$ cat config.mk
export PLATFORM = sky130hd
export DESIGN_NAME = wshb_sdram_arbiter
export DESIGN_NICKNAME = d
export VERILOG_FILES = /design/src/rtl/wshb_sdram_arbiter.sv
export SDC_FILE = /design/constraint.sdc
export NUM_CORES = 1
export LEC_CHECK = 0
export CAP_MARGIN = 10
export CORE_AREA = 2 2 121 123
export DETAILED_ROUTE_END_ITERATION = 10
export DIE_AREA = 0 0 123 125
export MAX_ROUTING_LAYER = met4
export PLACE_DENSITY = 0.7
export SKIP_CTS_REPAIR_TIMING = 1
export SLEW_MARGIN = 20
export SYNTH_ARGS = -nofsm -noshare
export SYNTH_HDL_FRONTEND = slang
export SYNTH_SLANG_ARGS = --single-unit
export TNS_END_PERCENT = 1
$ cat constraint.sdc
create_clock -name sys_clk -period 2 [get_ports sys_clk]
set_input_delay 0.3 -clock sys_clk [delete_from_list [all_inputs] [get_ports sys_clk]]
set_output_delay 0.3 -clock sys_clk [all_outputs]
set_load 0.1 [all_outputs]
$ cat src/rtl/wshb_sdram_arbiter.sv
// wshb_sdram_arbiter
// Two-master Wishbone arbiter in front of the single SDRAM slave port.
// Master 0 is the display reader and master 1 is the frame-buffer writer.
// Ownership is granted per Wishbone cycle (cyc). Controls and data are muxed
// combinationally from the owner, and the slave response is routed back to it.
// A hold counter lets a waiting master preempt the owner on an ack boundary.
//
// Optional feature macro: ARB_FIXED_PRIO_EN
//   defined   : master 0 wins every contention; only master 1 can be preempted
//   undefined : round-robin contention (the master that was not granted last
//               wins); preemption is symmetric

module wshb_sdram_arbiter #(
    parameter int MAX_HOLD = 64,
    parameter int ADR_W    = 32
) (
    input  logic             sys_clk,
    input  logic             sys_rst_n,

    input  logic             m0_cyc,
    input  logic             m0_stb,
    input  logic             m0_we,
    input  logic [ADR_W-1:0] m0_adr,
    input  logic [31:0]      m0_dat_ms,
    input  logic [3:0]       m0_sel,
    output logic [31:0]      m0_dat_sm,
    output logic             m0_ack,

    input  logic             m1_cyc,
    input  logic             m1_stb,
    input  logic             m1_we,
    input  logic [ADR_W-1:0] m1_adr,
    input  logic [31:0]      m1_dat_ms,
    input  logic [3:0]       m1_sel,
    output logic [31:0]      m1_dat_sm,
    output logic             m1_ack,

    output logic             s_cyc,
    output logic             s_stb,
    output logic             s_we,
    output logic [ADR_W-1:0] s_adr,
    output logic [31:0]      s_dat_ms,
    output logic [3:0]       s_sel,
    input  logic [31:0]      s_dat_sm,
    input  logic             s_ack,

    output logic [1:0]       grant
);

    // The state encoding doubles as the one-hot grant vector (bit0 = m0).
    typedef enum logic [1:0] {
        ST_IDLE = 2'b00,
        ST_GNT0 = 2'b01,
        ST_GNT1 = 2'b10
    } state_t;

    // Wide enough to hold MAX_HOLD itself; the counter saturates there.
    localparam int CNT_W = (MAX_HOLD < 1) ? 1 : $clog2(MAX_HOLD + 1);
    localparam logic [CNT_W-1:0] CNT_MAX  = CNT_W'(MAX_HOLD);
    localparam logic [CNT_W-1:0] CNT_LAST = CNT_W'(MAX_HOLD - 1);

    state_t           r_state;
    state_t           w_state_next;
    logic [CNT_W-1:0] r_hold_cnt;
    logic             r_last;        // owner of the most recent grant (1 = m1)

    logic             w_hold_hit;    // this ack completes the owner's quota
    logic             w_preempt0;    // m0 owns and must yield to waiting m1
    logic             w_preempt1;    // m1 owns and must yield to waiting m0
    state_t           w_contend_win; // winner when both request from IDLE
    logic             w_grant_change;

    // The current ack is counted too, so the MAX_HOLD-th ack is the last one
    // the owner completes before handing over.
    assign w_hold_hit = s_ack && (r_hold_cnt >= CNT_LAST);

`ifdef ARB_FIXED_PRIO_EN
    // The display reader always wins and is never preempted.
    assign w_contend_win = ST_GNT0;
    assign w_preempt0    = 1'b0;
    assign w_preempt1    = w_hold_hit && m0_cyc;
`else
    // Round-robin: whoever was not granted last wins a tie.
    assign w_contend_win = r_last ? ST_GNT0 : ST_GNT1;
    assign w_preempt0    = w_hold_hit && m1_cyc;
    assign w_preempt1    = w_hold_hit && m0_cyc;
`endif

    assign w_grant_change = (w_state_next != r_state);

    // State register; reset abandons any in-flight transfer.
    always_ff @(posedge sys_clk or negedge sys_rst_n) begin
        if (!sys_rst_n) begin
            r_state <= ST_IDLE;
        end else begin
            r_state <= w_state_next;
        end
    end

    // Next-state logic: grant from IDLE, release on cyc drop, preempt on quota.
    always_comb begin
        w_state_next = r_state;
        case (r_state)
            ST_IDLE: begin
                if (m0_cyc && m1_cyc) begin
                    w_state_next = w_contend_win;
                end else if (m0_cyc) begin
                    w_state_next = ST_GNT0;
                end else if (m1_cyc) begin
                    w_state_next = ST_GNT1;
                end
            end
            ST_GNT0: begin
                if (!m0_cyc) begin
                    w_state_next = m1_cyc ? ST_GNT1 : ST_IDLE;
                end else if (w_preempt0) begin
                    w_state_next = ST_GNT1;
                end
            end
            ST_GNT1: begin
                if (!m1_cyc) begin
                    w_state_next = m0_cyc ? ST_GNT0 : ST_IDLE;
                end else if (w_preempt1) begin
                    w_state_next = ST_GNT0;
                end
            end
            default: begin
                w_state_next = ST_IDLE;
            end
        endcase
    end

    // Hold counter: cleared on every ownership change, saturating ack count.
    always_ff @(posedge sys_clk or negedge sys_rst_n) begin
        if (!sys_rst_n) begin
            r_hold_cnt <= '0;
        end else if (w_grant_change) begin
            r_hold_cnt <= '0;
        end else if ((r_state != ST_IDLE) && s_ack && (r_hold_cnt != CNT_MAX)) begin
            r_hold_cnt <= r_hold_cnt + 1'b1;
        end
    end

    // Round-robin pointer; reset to m1 so m0 wins the first contention.
    always_ff @(posedge sys_clk or negedge sys_rst_n) begin
        if (!sys_rst_n) begin
            r_last <= 1'b1;
        end else if (w_grant_change && (w_state_next == ST_GNT0)) begin
            r_last <= 1'b0;
        end else if (w_grant_change && (w_state_next == ST_GNT1)) begin
            r_last <= 1'b1;
        end
    end

    // Combinational bus mux: owner drives the slave, slave ack goes to owner only.
    always_comb begin
        s_cyc    = 1'b0;
        s_stb    = 1'b0;
        s_we     = 1'b0;
        s_adr    = '0;
        s_dat_ms = '0;
        s_sel    = '0;
        m0_ack   = 1'b0;
        m1_ack   = 1'b0;
        case (r_state)
            ST_GNT0: begin
                s_cyc    = m0_cyc;
                s_stb    = m0_stb;
                s_we     = m0_we;
                s_adr    = m0_adr;
                s_dat_ms = m0_dat_ms;
                s_sel    = m0_sel;
                m0_ack   = s_ack;
            end
            ST_GNT1: begin
                s_cyc    = m1_cyc;
                s_stb    = m1_stb;
                s_we     = m1_we;
                s_adr    = m1_adr;
                s_dat_ms = m1_dat_ms;
                s_sel    = m1_sel;
                m1_ack   = s_ack;
            end
            default: begin
            end
        endcase
    end

    // Read data is fanned out to both masters; only the acked one samples it.
    assign m0_dat_sm = s_dat_sm;
    assign m1_dat_sm = s_dat_sm;
    assign grant     = r_state;

endmodule

==> flow_metrics.env, run 1 <==
export IMPL_outcome="stopped before the end"
export IMPL_lastStage="detailed routing (5_2_route)"
export IMPL_first_error="[ERROR DRT-0255] Maze Route cannot find path of net s_dat_sm[4] in worker of routeBox ( 96600 0 ) ( 123000 48300 )."
export IMPL_die_w_um=123
export IMPL_syn_avg_cell_area_um2=7.248
export IMPL_antenna_found_initial=0
export IMPL_place_port_buffers=219
export IMPL_worstEpCategory="top-level output"
export IMPL_ys_top_cells_by_count="a22oi_1, nor2b_1, buf_4, clkbuf_1, nor2_1"
export IMPL_die_h_um=125
export IMPL_syn_inst=328
export IMPL_ys_types=38
export IMPL_ys_warn_count=0
export IMPL_muxShareOfSynthArea_pct=1.000
export IMPL_ys_seq_area_share_pct=10.58
export IMPL_initial_core_util_pct=16.74
export IMPL_io_pins=316
export IMPL_synth_top_area_share_pct=22.11
export IMPL_clkSinkCount=10
export IMPL_synthSimpleGateAreaFrac_pct=27.79
export IMPL_synth_top_family_by_area="compound AO/OA/AOI/OAI gates"
export IMPL_synth_fp_nets=511
export IMPL_ctsHtreeMaxLevel=1
export IMPL_grt_max_degree=40
export IMPL_grt_ovfl_total=0
export IMPL_synth_compound_area_share_pct=30.05
export IMPL_synthFlopType="dfrtp_1"
export IMPL_synthesis_area_um2=2377
export IMPL_worstEndpointGrtRepair="s_adr[6]"
export IMPL_synth_edf_count=0
export IMPL_yosysTopAreaCell="a22oi_1"
export IMPL_gp_congestion=0.8712
export IMPL_ys_ff_latch=10
export IMPL_cts_inserted_buffers=3
export IMPL_synthArstFlopShare_pct=100.0
export IMPL_clockBufferDepth=2
export IMPL_cts_root_buf="clkbuf_16"
export IMPL_row_count=44
export IMPL_synthTopCellsByArea="a22oi_1, buf_4, nor2b_1, dfrtp_1, clkbuf_1"
export IMPL_synth_xor_area_share_pct=1.842
export IMPL_grt_pass1_vias=3090
export IMPL_synthAdderAreaFrac_pct=3.158
export IMPL_hpwl_um=8801
export IMPL_grt_pass1_wl_um=15960
export IMPL_track_usage_pct=13.27
-- layer usage --
layer / global-route usage, %
met4: 3.543
met3: 4.425
met5: -
met1: 13.57
met2: 23.95
-- logic make-up after synthesis --
kind of cell	after synthesis
multiplexers	2
flip-flops	10
XOR/XNOR	5
buffers and inverters	96
AO/OA/AOI/OAI	95
AND/OR/NAND/NOR	114
adder cells (fa/ha/maj)	6
-- metrics by stage --
step / area [um2] / cells / setup slack (ns) / hold slack (ns) / util (%)
5_1_grt: 6248 / 693 / -0.1484 / 0.4299 / 43.99
3_3_place_gp: 5187 / 661 / -0.09125 / 0.4933 / 36.52
2_1_floorplan: 2387 / 328 / -1.669 / 0.004409 / -
3_5_place_dp: 5187 / 661 / -0.2479 / 0.5207 / 36.52
4_1_cts: 5276 / 665 / -0.2455 / 0.3888 / 37.15
==> inputs of run 2 (changes only) <==
--- a/config.mk
+++ b/config.mk
@@ -9,8 +9,7 @@
 export CORE_AREA = 2 2 121 123
 export DETAILED_ROUTE_END_ITERATION = 10
 export DIE_AREA = 0 0 123 125
-export MAX_ROUTING_LAYER = met4
-export PLACE_DENSITY = 0.7
+export PLACE_DENSITY_LB_ADDON = 0.15
 export SKIP_CTS_REPAIR_TIMING = 1
 export SLEW_MARGIN = 20
 export SYNTH_ARGS = -nofsm -noshare
==> constraint.sdc (replaced) <==
create_clock -name sys_clk -period 2.6 [get_ports sys_clk]
set_input_delay 0.39 -clock sys_clk [delete_from_list [all_inputs] [get_ports sys_clk]]
set_output_delay 0.39 -clock sys_clk [all_outputs]
set_load 0.1 [all_outputs]
==> run 2 against run 1 <==
Compared with the run above: the flow now finishes without violations; synthesized area stayed put; synthesized cell count stayed put; global-route usage is 1.9 points higher.
==> flow_metrics.env, run 2 <==
export IMPL_ys_top_cells_by_count="a22oi_1, nor2b_1, buf_4, clkbuf_1, nor2_1"
export IMPL_synth_compound_area_share_pct=30.05
export IMPL_vias=2855
export IMPL_cts_inserted_buffers=3
export IMPL_seqPwrFrac_pct=3.0
export IMPL_p_sw_share_pct=61.58
export IMPL_place_port_buffers=219
export IMPL_io_pins=316
export IMPL_place_area_um2=5047
export IMPL_drt_first_pass_iters=4
export IMPL_grtUsageMet3_pct=4.653
export IMPL_slew_headroom_pct=69.43
export IMPL_layout_drive_gt1_share_pct=21.75
export IMPL_setup_violations=0
export IMPL_startpoint_type="flip-flop"
export IMPL_grt_ovfl_total=0
export IMPL_ys_ff_latch=10
export IMPL_grt_use_met1_pct=15.54
export IMPL_synth_edf_count=0
export IMPL_muxShareOfSynthArea_pct=1.000
export IMPL_cp_top_family="buffers and inverters"
export IMPL_synth_fp_nets=511
export IMPL_crit_type="flip-flop to output pin"
export IMPL_cp_num_buf_inv=3
export IMPL_rsz0062_at_grt="true"
export IMPL_p_sw_uw=4787
export IMPL_maxCapViolCount=0
export IMPL_antenna_found_initial=0
export IMPL_ctsHtreeMaxLevel=1
export IMPL_worst_setup_path_end_kind="output pin"
export IMPL_postRouteAntennaNets=0
export IMPL_hold_path_class="input pin to asynchronous set/reset pin"
export IMPL_outcome="finished clean"
export IMPL_ys_warn_count=0
export IMPL_fmax_mhz=403.3
export IMPL_die_h_um=125
export IMPL_synth_top_family_by_area="compound AO/OA/AOI/OAI gates"
export IMPL_fillers=1451
export IMPL_syn_avg_cell_area_um2=7.248
export IMPL_clockBufferDepth=2
export IMPL_fin_ws_ns=0.1205
export IMPL_routed_wl_um=12320
export IMPL_cp_required_ns=2.21
export IMPL_pre_cts_ws_ns=0.2184
export IMPL_syn_to_final_growth_pct=115.8
export IMPL_power_density_nw_per_um2=1516
export IMPL_ys_types=38
export IMPL_coreArea_um2=14200
export IMPL_grt_busiest_layer="met2"
export IMPL_drc_errors=0
export IMPL_p_int_uw=2987
export IMPL_arrival_ns=2.09
export IMPL_grt_met2_usage_pct=29.87
export IMPL_final_common_cell="clkdlybuf4s50_1"
export IMPL_synthAdderAreaFrac_pct=3.158
export IMPL_yosysTopAreaCell="a22oi_1"
export IMPL_top_register="r_hold_cnt"
export IMPL_rrSetupSlack_ns=0.38
export IMPL_whs_ns=0.4771
export IMPL_r2r_cells=7
export IMPL_syn_inst=328
export IMPL_crit_slowest_cell="ha_2"
export IMPL_wl_per_cell_um=18.87
export IMPL_diodes=0
export IMPL_synth_xor_area_share_pct=1.842
export IMPL_crit_top_cell="buf_12"
export IMPL_cts_root_buf="clkbuf_16"
export IMPL_synthFlopType="dfrtp_1"
export IMPL_nets=653
export IMPL_drv_slew=0
export IMPL_cts_clk_slew_worst_paths_ns=0.04
export IMPL_die_w_um=123
export IMPL_dieArea_um2=15380
export IMPL_path_cells="inv_1 -> ha_2 -> buf_12 -> nor2b_1 -> buf_12"
export IMPL_finalClockSkew_ns=0.002317
export IMPL_grt_max_degree=72
export IMPL_synthArstFlopShare_pct=100.0
export IMPL_synthesis_area_um2=2377
export IMPL_tritoncts="done"
export IMPL_combPwrFrac_pct=93.5
export IMPL_power_uw=7775
export IMPL_ys_seq_area_share_pct=10.58
export IMPL_min_period_over_period_pct=95.37
export IMPL_via_per_inst=4.372
export IMPL_synthSimpleGateAreaFrac_pct=27.79
export IMPL_track_usage_pct=15.17
export IMPL_synth_top_area_share_pct=22.11
export IMPL_path_depth=5
export IMPL_hpwl_um=10440
export IMPL_ir_worst_vdd_uv=769.2
export IMPL_p_leak_uw=0.001821
export IMPL_synthTopCellsByArea="a22oi_1, buf_4, nor2b_1, dfrtp_1, clkbuf_1"
export IMPL_initial_core_util_pct=16.74
export IMPL_first_iter_violations=145
export IMPL_final_cell_area_um2=5130
export IMPL_worst_path_max_fanout=50
export IMPL_largest_reg_flops=7
export IMPL_clkSinkCount=10
export IMPL_clkPwrFrac_pct=3.5
export IMPL_grt_pass1_wl_um=17690
export IMPL_finalCriticalPeriod_ns=2.480
export IMPL_gp_congestion=0.8405
export IMPL_hold_viol=0
export IMPL_worst_slew_pin_slew_ns=0.4571
export IMPL_final_cell_mix="clkdlybuf4s50_1, buf_12, a22oi_1, nor2b_1, nor2_1"
export IMPL_grt_pass1_vias=2877
export IMPL_row_count=44
export IMPL_worst_skew_pair_late_latency_ns=0.23
export IMPL_critical_path_max_stage_delay_ns=0.50
## run 2: cell counts after synthesis
No cell type changed its count.
## run 2: stage by stage
step,util [%],TNS [ns],cells
global route,36.12,-0.5113,653
floorplan,-,-82.02,328
CTS,36.09,0,653
detailed placement,35.54,0,649
finish,36.12,0,653
global placement,35.54,0,649
## run 2: final timing paths
check	to	from
max	s_dat_ms[0]	grant[1]$_DFF_PN0_
min reg2reg	r_last$_DFFE_PN1P_	r_last$_DFFE_PN1P_
max in group asynchronous	r_last$_DFFE_PN1P_	sys_rst_n
min in group sys_clk	r_last$_DFFE_PN1P_	r_last$_DFFE_PN1P_
min	r_hold_cnt[4]$_DFFE_PN0P_	sys_rst_n
max reg2reg	r_hold_cnt[2]$_DFFE_PN0P_	grant[1]$_DFF_PN0_
## run 2: power by group through the flow
stage	Combinational [uW]	Clock, uW	Sequential, uW
floorplan	4960	0	332
global placement	7340	0	235
detailed placement	7330	0	236
CTS	7340	276	234
global route	7560	286	241
finish	7270	271	235
## run 2: layer usage
| metal | vias up | share of wire (%) | wire [um] |
|---|---|---|---|
| met3 | 4 | 9.0 | 1104 |
| met5 | - | 0 | 0 |
| li1 | 1376 | - | - |
| met1 | 1311 | 34 | 4155 |
| met4 | 0 | 1.2 | 145 |
| met2 | 164 | 56 | 6917 |
## run 2: layout make-up
class / count / area, um2 / area share, %
Clock buffer: 4 / 78.83 / 1.537
Inverter: 8 / 30.03 / 0.5854
Multi-Input combinational cell: 222 / 1539 / 30.00
Sequential cell: 10 / 251.5 / 4.902
Tap cell: 184 / 230.2 / 4.488
Timing Repair Buffer: 225 / 3000 / 58.49
## run 2: kinds of logic (layout without fill, tap and decap cells)
kind of cell	count (synthesis)	in the layout
AND/OR/NAND/NOR	114	114
buffers and inverters	96	237
AO/OA/AOI/OAI	95	95
flip-flops	10	10
adder cells (fa/ha/maj)	6	6
XOR/XNOR	5	5
multiplexers	2	2
No activity file was read; power rests on OpenSTA's default activity.
